## config.mk

```make
export PLATFORM = sky130hd
export DESIGN_NAME = muldiv_hilo
export DESIGN_NICKNAME = d
export VERILOG_FILES = /design/src/rtl/muldiv_hilo.sv
export SDC_FILE = /design/constraint.sdc
export NUM_CORES = 1
export LEC_CHECK = 0
export ABC_AREA = 1
export CAP_MARGIN = 20
export CORE_MARGIN = 10
export CORE_UTILIZATION = 56
export DETAILED_ROUTE_END_ITERATION = 8
export GPL_TIMING_DRIVEN = 0
export MAX_ROUTING_LAYER = met4
export PLACE_DENSITY = 0.83
export SLEW_MARGIN = 40
export SYNTH_ARGS = -nofsm -noshare
export SYNTH_HDL_FRONTEND = slang
export SYNTH_SLANG_ARGS = --single-unit
```

## constraint.sdc

```tcl
create_clock -name clk -period 2.9 [get_ports clk]
set_input_delay 0.58 -clock clk [delete_from_list [all_inputs] [get_ports clk]]
set_output_delay 0.58 -clock clk [all_outputs]
set_load 0.01 [all_outputs]
```

## src/rtl/muldiv_hilo.sv

```systemverilog
// muldiv_hilo
//   Multiply/divide controller and HI/LO register pair for the CPU datapath.
//   MUL latches the operands into mul_x/mul_y for an external combinational
//   signed multiplier and captures its 64-bit product one cycle later. DIV
//   runs a 32-step unsigned restoring divide on operand magnitudes, then
//   fixes the signs. MTHI/MTLO write HI/LO directly. Divide by zero finishes
//   at once and sets a sticky flag.
//
// Ports
//   clk       rising-edge clock
//   clr       asynchronous active-low reset
//   start     operation request, sampled only while busy=0
//   op        00 MUL, 01 DIV, 10 MTHI, 11 MTLO
//   a, b      signed operands (a is also the MTHI/MTLO data)
//   mul_x/y   registered operands to the external multiplier
//   mul_z     signed 64-bit product from the external multiplier
//   busy      operation in progress
//   done      one-cycle pulse after HI/LO have been updated
//   div_zero  sticky divide-by-zero flag, cleared by the next accepted start
//   hi, lo    HI and LO registers
module muldiv_hilo (
  input  logic        clk,
  input  logic        clr,
  input  logic        start,
  input  logic [1:0]  op,
  input  logic [31:0] a,
  input  logic [31:0] b,
  output logic [31:0] mul_x,
  output logic [31:0] mul_y,
  input  logic [63:0] mul_z,
  output logic        busy,
  output logic        done,
  output logic        div_zero,
  output logic [31:0] hi,
  output logic [31:0] lo
);

  typedef enum logic [1:0] {
    S_IDLE = 2'd0,
    S_MUL  = 2'd1,
    S_DIV  = 2'd2,
    S_FIX  = 2'd3
  } state_t;

  state_t      state;
  logic [31:0] divisor;
  logic [31:0] rem;
  logic [31:0] quo;
  logic [4:0]  count;
  logic        a_sign;
  logic        b_sign;

  logic [31:0] a_mag;
  logic [31:0] b_mag;
  logic [32:0] rem_shift;
  logic [32:0] rem_diff;
  logic        rem_ge;
  logic [31:0] rem_next;
  logic [31:0] quo_next;
  logic [31:0] quo_neg;
  logic [31:0] rem_neg;

  // Operand magnitudes for the divider. Negating 0x80000000 wraps back to
  // 0x80000000, which is exactly the right magnitude when read as unsigned.
  // One restoring step: shift {rem, quo} left and try to subtract the divisor.
  // The 33-bit shifted remainder keeps the borrow out of the subtract visible.
  always_comb begin
    a_mag     = a[31] ? (32'd0 - a) : a;
    b_mag     = b[31] ? (32'd0 - b) : b;
    rem_shift = {rem, quo[31]};
    rem_diff  = rem_shift - {1'b0, divisor};
    rem_ge    = ~rem_diff[32];
    rem_next  = rem_ge ? rem_diff[31:0] : rem_shift[31:0];
    quo_next  = {quo[30:0], rem_ge};
    quo_neg   = 32'd0 - quo;
    rem_neg   = 32'd0 - rem;
  end

  // Controller and all registered outputs. done defaults low each cycle so it
  // only pulses for the single cycle after a completion edge. Starts are
  // looked at only in IDLE, so requests while busy are dropped, not queued.
  always_ff @(posedge clk or negedge clr) begin
    if (!clr) begin
      state    <= S_IDLE;
      mul_x    <= 32'd0;
      mul_y    <= 32'd0;
      busy     <= 1'b0;
      done     <= 1'b0;
      div_zero <= 1'b0;
      hi       <= 32'd0;
      lo       <= 32'd0;
      divisor  <= 32'd0;
      rem      <= 32'd0;
      quo      <= 32'd0;
      count    <= 5'd0;
      a_sign   <= 1'b0;
      b_sign   <= 1'b0;
    end else begin
      done <= 1'b0;
      case (state)
        S_IDLE: begin
          if (start) begin
            div_zero <= 1'b0;
            case (op)
              2'b00: begin
                mul_x <= a;
                mul_y <= b;
                busy  <= 1'b1;
                state <= S_MUL;
              end
              2'b01: begin
                if (b == 32'd0) begin
                  // Divide by zero completes on the accept edge.
                  hi       <= a;
                  lo       <= 32'hFFFF_FFFF;
                  div_zero <= 1'b1;
                  done     <= 1'b1;
                end else begin
                  quo     <= a_mag;
                  divisor <= b_mag;
                  rem     <= 32'd0;
                  count   <= 5'd0;
                  a_sign  <= a[31];
                  b_sign  <= b[31];
                  busy    <= 1'b1;
                  state   <= S_DIV;
                end
              end
              2'b10: begin
                hi   <= a;
                done <= 1'b1;
              end
              default: begin
                lo   <= a;
                done <= 1'b1;
              end
            endcase
          end
        end
        S_MUL: begin
          {hi, lo} <= mul_z;
          done     <= 1'b1;
          busy     <= 1'b0;
          state    <= S_IDLE;
        end
        S_DIV: begin
          rem   <= rem_next;
          quo   <= quo_next;
          count <= count + 5'd1;
          if (count == 5'd31) begin
            state <= S_FIX;
          end
        end
        default: begin
          // Quotient truncates toward zero; remainder follows the dividend.
          lo    <= (a_sign ^ b_sign) ? quo_neg : quo;
          hi    <= a_sign ? rem_neg : rem;
          done  <= 1'b1;
          busy  <= 1'b0;
          state <= S_IDLE;
        end
      endcase
    end
  end

endmodule

```

==> results.ini, run 1 <==
[route]
drtPass1Iterations = 8
first_iter_violations = 3050
vias_per_cell = 6.046
wirelength_microns = 74640
ant_nets = 0
drc_errors = 0
wl_per_cell_microns = 22.29
vias = 20249

[pwr]
p_switching_w = 0.01480
p_int_w = 0.01365
pwr-share-clk_pct = 13.7
vdd_ir_drop_max_mv = 0.7014
power.leakage_nw = 10.81
p_sw_share_pct = 52.03
power_w = 0.02845
pwr_density_cell_nw_per_um2 = 1336
power_frac_seq_pct = 21.9
combPwrFrac_pct = 64.3

[finish]
finish.utilization_pct = 71.29
fin_cells = 3349
area_growth_pct = 24.79
finalNetCount = 3103
fill_cells = 2444
layout-drive-gt1-share_pct = 5.928

[sta]
setup_slack_ns = 0.1077
period_needed_ns = 2.792
hold_violations = 0
setup_viol = 0
skew_ns = 0.01649
max_slew_margin_pct = 39.17
rsz0062_at_grt = false
finalCritPeriodShare_pct = 96.29
worst_slew_pin_slew_ns = 0.9091
drv_slew = 0
fmax_mhz = 358.1

[clock_network]
h-tree-depth = 1
clk_pin_slew_worst_paths_ns = 0.06
cts_root_buf = clkbuf_16
post_cts_buffers = 0
clock-sinks = 236
cts_tree = done
cts_buffers = 27
clk_latency_ns = 0.57
cts-root-to-sink-buffers = 3

[critical_path]
path_class = in2reg
crit_buf_inv = 2
path_cells = clkdlybuf4s50_1, inv_1, ha_1, nand3_2, o21ai_2, nand2_2, a21oi_4, nand2_1, xor2_1, nand2_1, nand2_1, nand2_1
cp_common_cell = nand2_1
crit_path_top_delay_cell = clkdlybuf4s50_1
cp.required_ns = 3.36
crit_path_start_kind = primary input
arrival_ns = 3.25
cp_max_fo = 8
max_stage_delay_ns = 0.58
cpLargestDelayFamily = buffers and inverters
endpoint_kind = register

[placement]
gp_congestion = 1.113
pre_cts_ws_ns = -0.3850
dp_hpwl_microns = 58560
port_buffers = 262
post-place-cells = 3291

[yosys]
synth_area_sq_um = 17070
synth_top_area_share_pct = 34.60
synth_commonest_cells = nand2_1, inv_1, nand3_1, dfrtp_1, o21ai_0
synth_area_leader_cell = dfrtp_1
yosysSeqAreaShare_pct = 34.60
synth_ff_type = dfrtp_1
synthCells = 2636
synth_edf_count = 0
avgSynthCellArea_sq_um = 6.475
yosys-top-cells-area = dfrtp_1, nand2_1, nand3_1, inv_1, o21ai_0
yosys.cell_count.top_type = nand2_1
synth_cell_type_count = 54
synth-seq-cells = 236
ys_warn_count = 0
synthArstFlopShare_pct = 100.0
syn_nets = 2808

[job]
maxCapViolations = 0

[floorplanning]
ioPinCount = 264
die_x_microns = 194.6
die_area_sq_um = 37860
die_h_microns = 194.6
core_sq_um = 29870
start_util_pct = 57.13
rows = 63

[global_route]
grtUsageTotal_pct = 38.25
grt_max_degree = 78
grt_overflow = 0
antenna_found_initial = 7
grt_pass1_wl_microns = 111600
grt_pass1_vias = 18953

[hold_path]
min_path_type = in2async

[outcome]
status = finished, final reports clean

[metal layers]
metal	global-route usage, %	part of all wire, %	vias to the layer above
met5	-	0	-
met3	10.82	14	282
li1	-	-	9035
met2	54.23	42	1503
met4	14.82	4.6	0
met1	50.68	40	9429
[stage by stage]
step	setup TNS, ns	hold WS, ns	instance area (sq um)
6_report	0	0.4148	21300
5_1_grt	0	0.4393	21300
4_1_cts	0	0.4214	21280
3_5_place_dp	-9.664	0.4004	20270
3_3_place_gp	-2017.77	0.4634	20180
2_1_floorplan	0	0.2844	17070
[layout by cell type, fill, tap and decap left out, types with 14 or more instances in the layout]
cell and n:
nand4_1 38, buf_2 37, nor2_1 159, nand2_2 20
inv_2 14, xor2_1 35, dfrtp_1 236, nand3_1 265
o211ai_1 18, clkbuf_1 42, o21ai_0 195, ha_1 38
nor3_1 27, o21ai_1 24, clkdlybuf4s50_1 261, clkbuf_16 27
nand3b_1 17, a21oi_1 66, inv_1 326, nand2_1 948
[kinds of logic after synthesis]
family | after synthesis | share of synthesized area (%)
AND/OR/NAND/NOR | 1513 | 37.80
adder cells (fa/ha/maj) | 39 | 2.903
XOR/XNOR | 42 | 2.155
flip-flops | 236 | 34.60
buffers and inverters | 439 | 10.26
AO/OA/AOI/OAI | 365 | 12.15
multiplexers | 2 | 0.1319
[registers in the layout, summed over array words and instances (netlist names)]
name	cells
a_sign	1
b_sign	1
busy	1
count	5
div_zero	1
divisor	32
done	1
hi	32
lo	32
mul_x	32
mul_y	32
quo	32
rem	32
state	2
[layout make-up]
type | instances | area (sq um) | share of cell area (%)
multi-input combinational | 1961 | 9410 | 44.18
sequential | 236 | 5906 | 27.73
timing repair buffer | 266 | 2720 | 12.77
inverter | 342 | 1287 | 6.045
clock buffer | 35 | 755.7 | 3.548
tap | 390 | 488.0 | 2.291
buffer | 97 | 467.9 | 2.197
clock inverter | 15 | 246.5 | 1.157
antenna | 7 | 17.52 | 0.08224
[power groups by stage]
stage	Sequential, W	Combinational, W	Clock [W]
final	0.00624	0.0183	0.00390
after global routing	0.00635	0.0199	0.00400
after CTS	0.00616	0.0177	0.00387
after detailed placement	0.00616	0.0175	0
after global placement	0.00609	0.0172	0
after floorplan	0.00619	0.0110	0
[repair_timing]
item | in CTS | in global routing
hold buffers | 1 | 0
gates resized for setup | 0 | 1
setup endpoints to repair | 0 | 1
endpoints found under the hold margin | 9 | 0
[path summary, 6_finish.rpt]
kind	startpoint	cells past startpoint	endpoint	slack, ns
setup / recovery	a[0]	12	quo[20]$_DFFE_PN0P_	0.11
hold / removal	clr	2	rem[2]$_DFFE_PN0P_	0.41
setup reg to reg	quo[31]$_DFFE_PN0P_	18	rem[26]$_DFFE_PN0P_	0.22
hold reg to reg	lo[4]$_DFFE_PN0P_	2	lo[4]$_DFFE_PN0P_	0.48
max in group asynchronous	clr	4	mul_x[7]$_DFFE_PN0P_	1.48
min in group clk	lo[4]$_DFFE_PN0P_	2	lo[4]$_DFFE_PN0P_	0.48
No activity file was read; power rests on OpenSTA's default activity.
==> run 2, diff against run 1 <==
HOLD_SLACK_MARGIN = 0.05   (was not set)
==> results of run 2 <==
The final DEF is identical to that of run 1; final timing and power are the same.
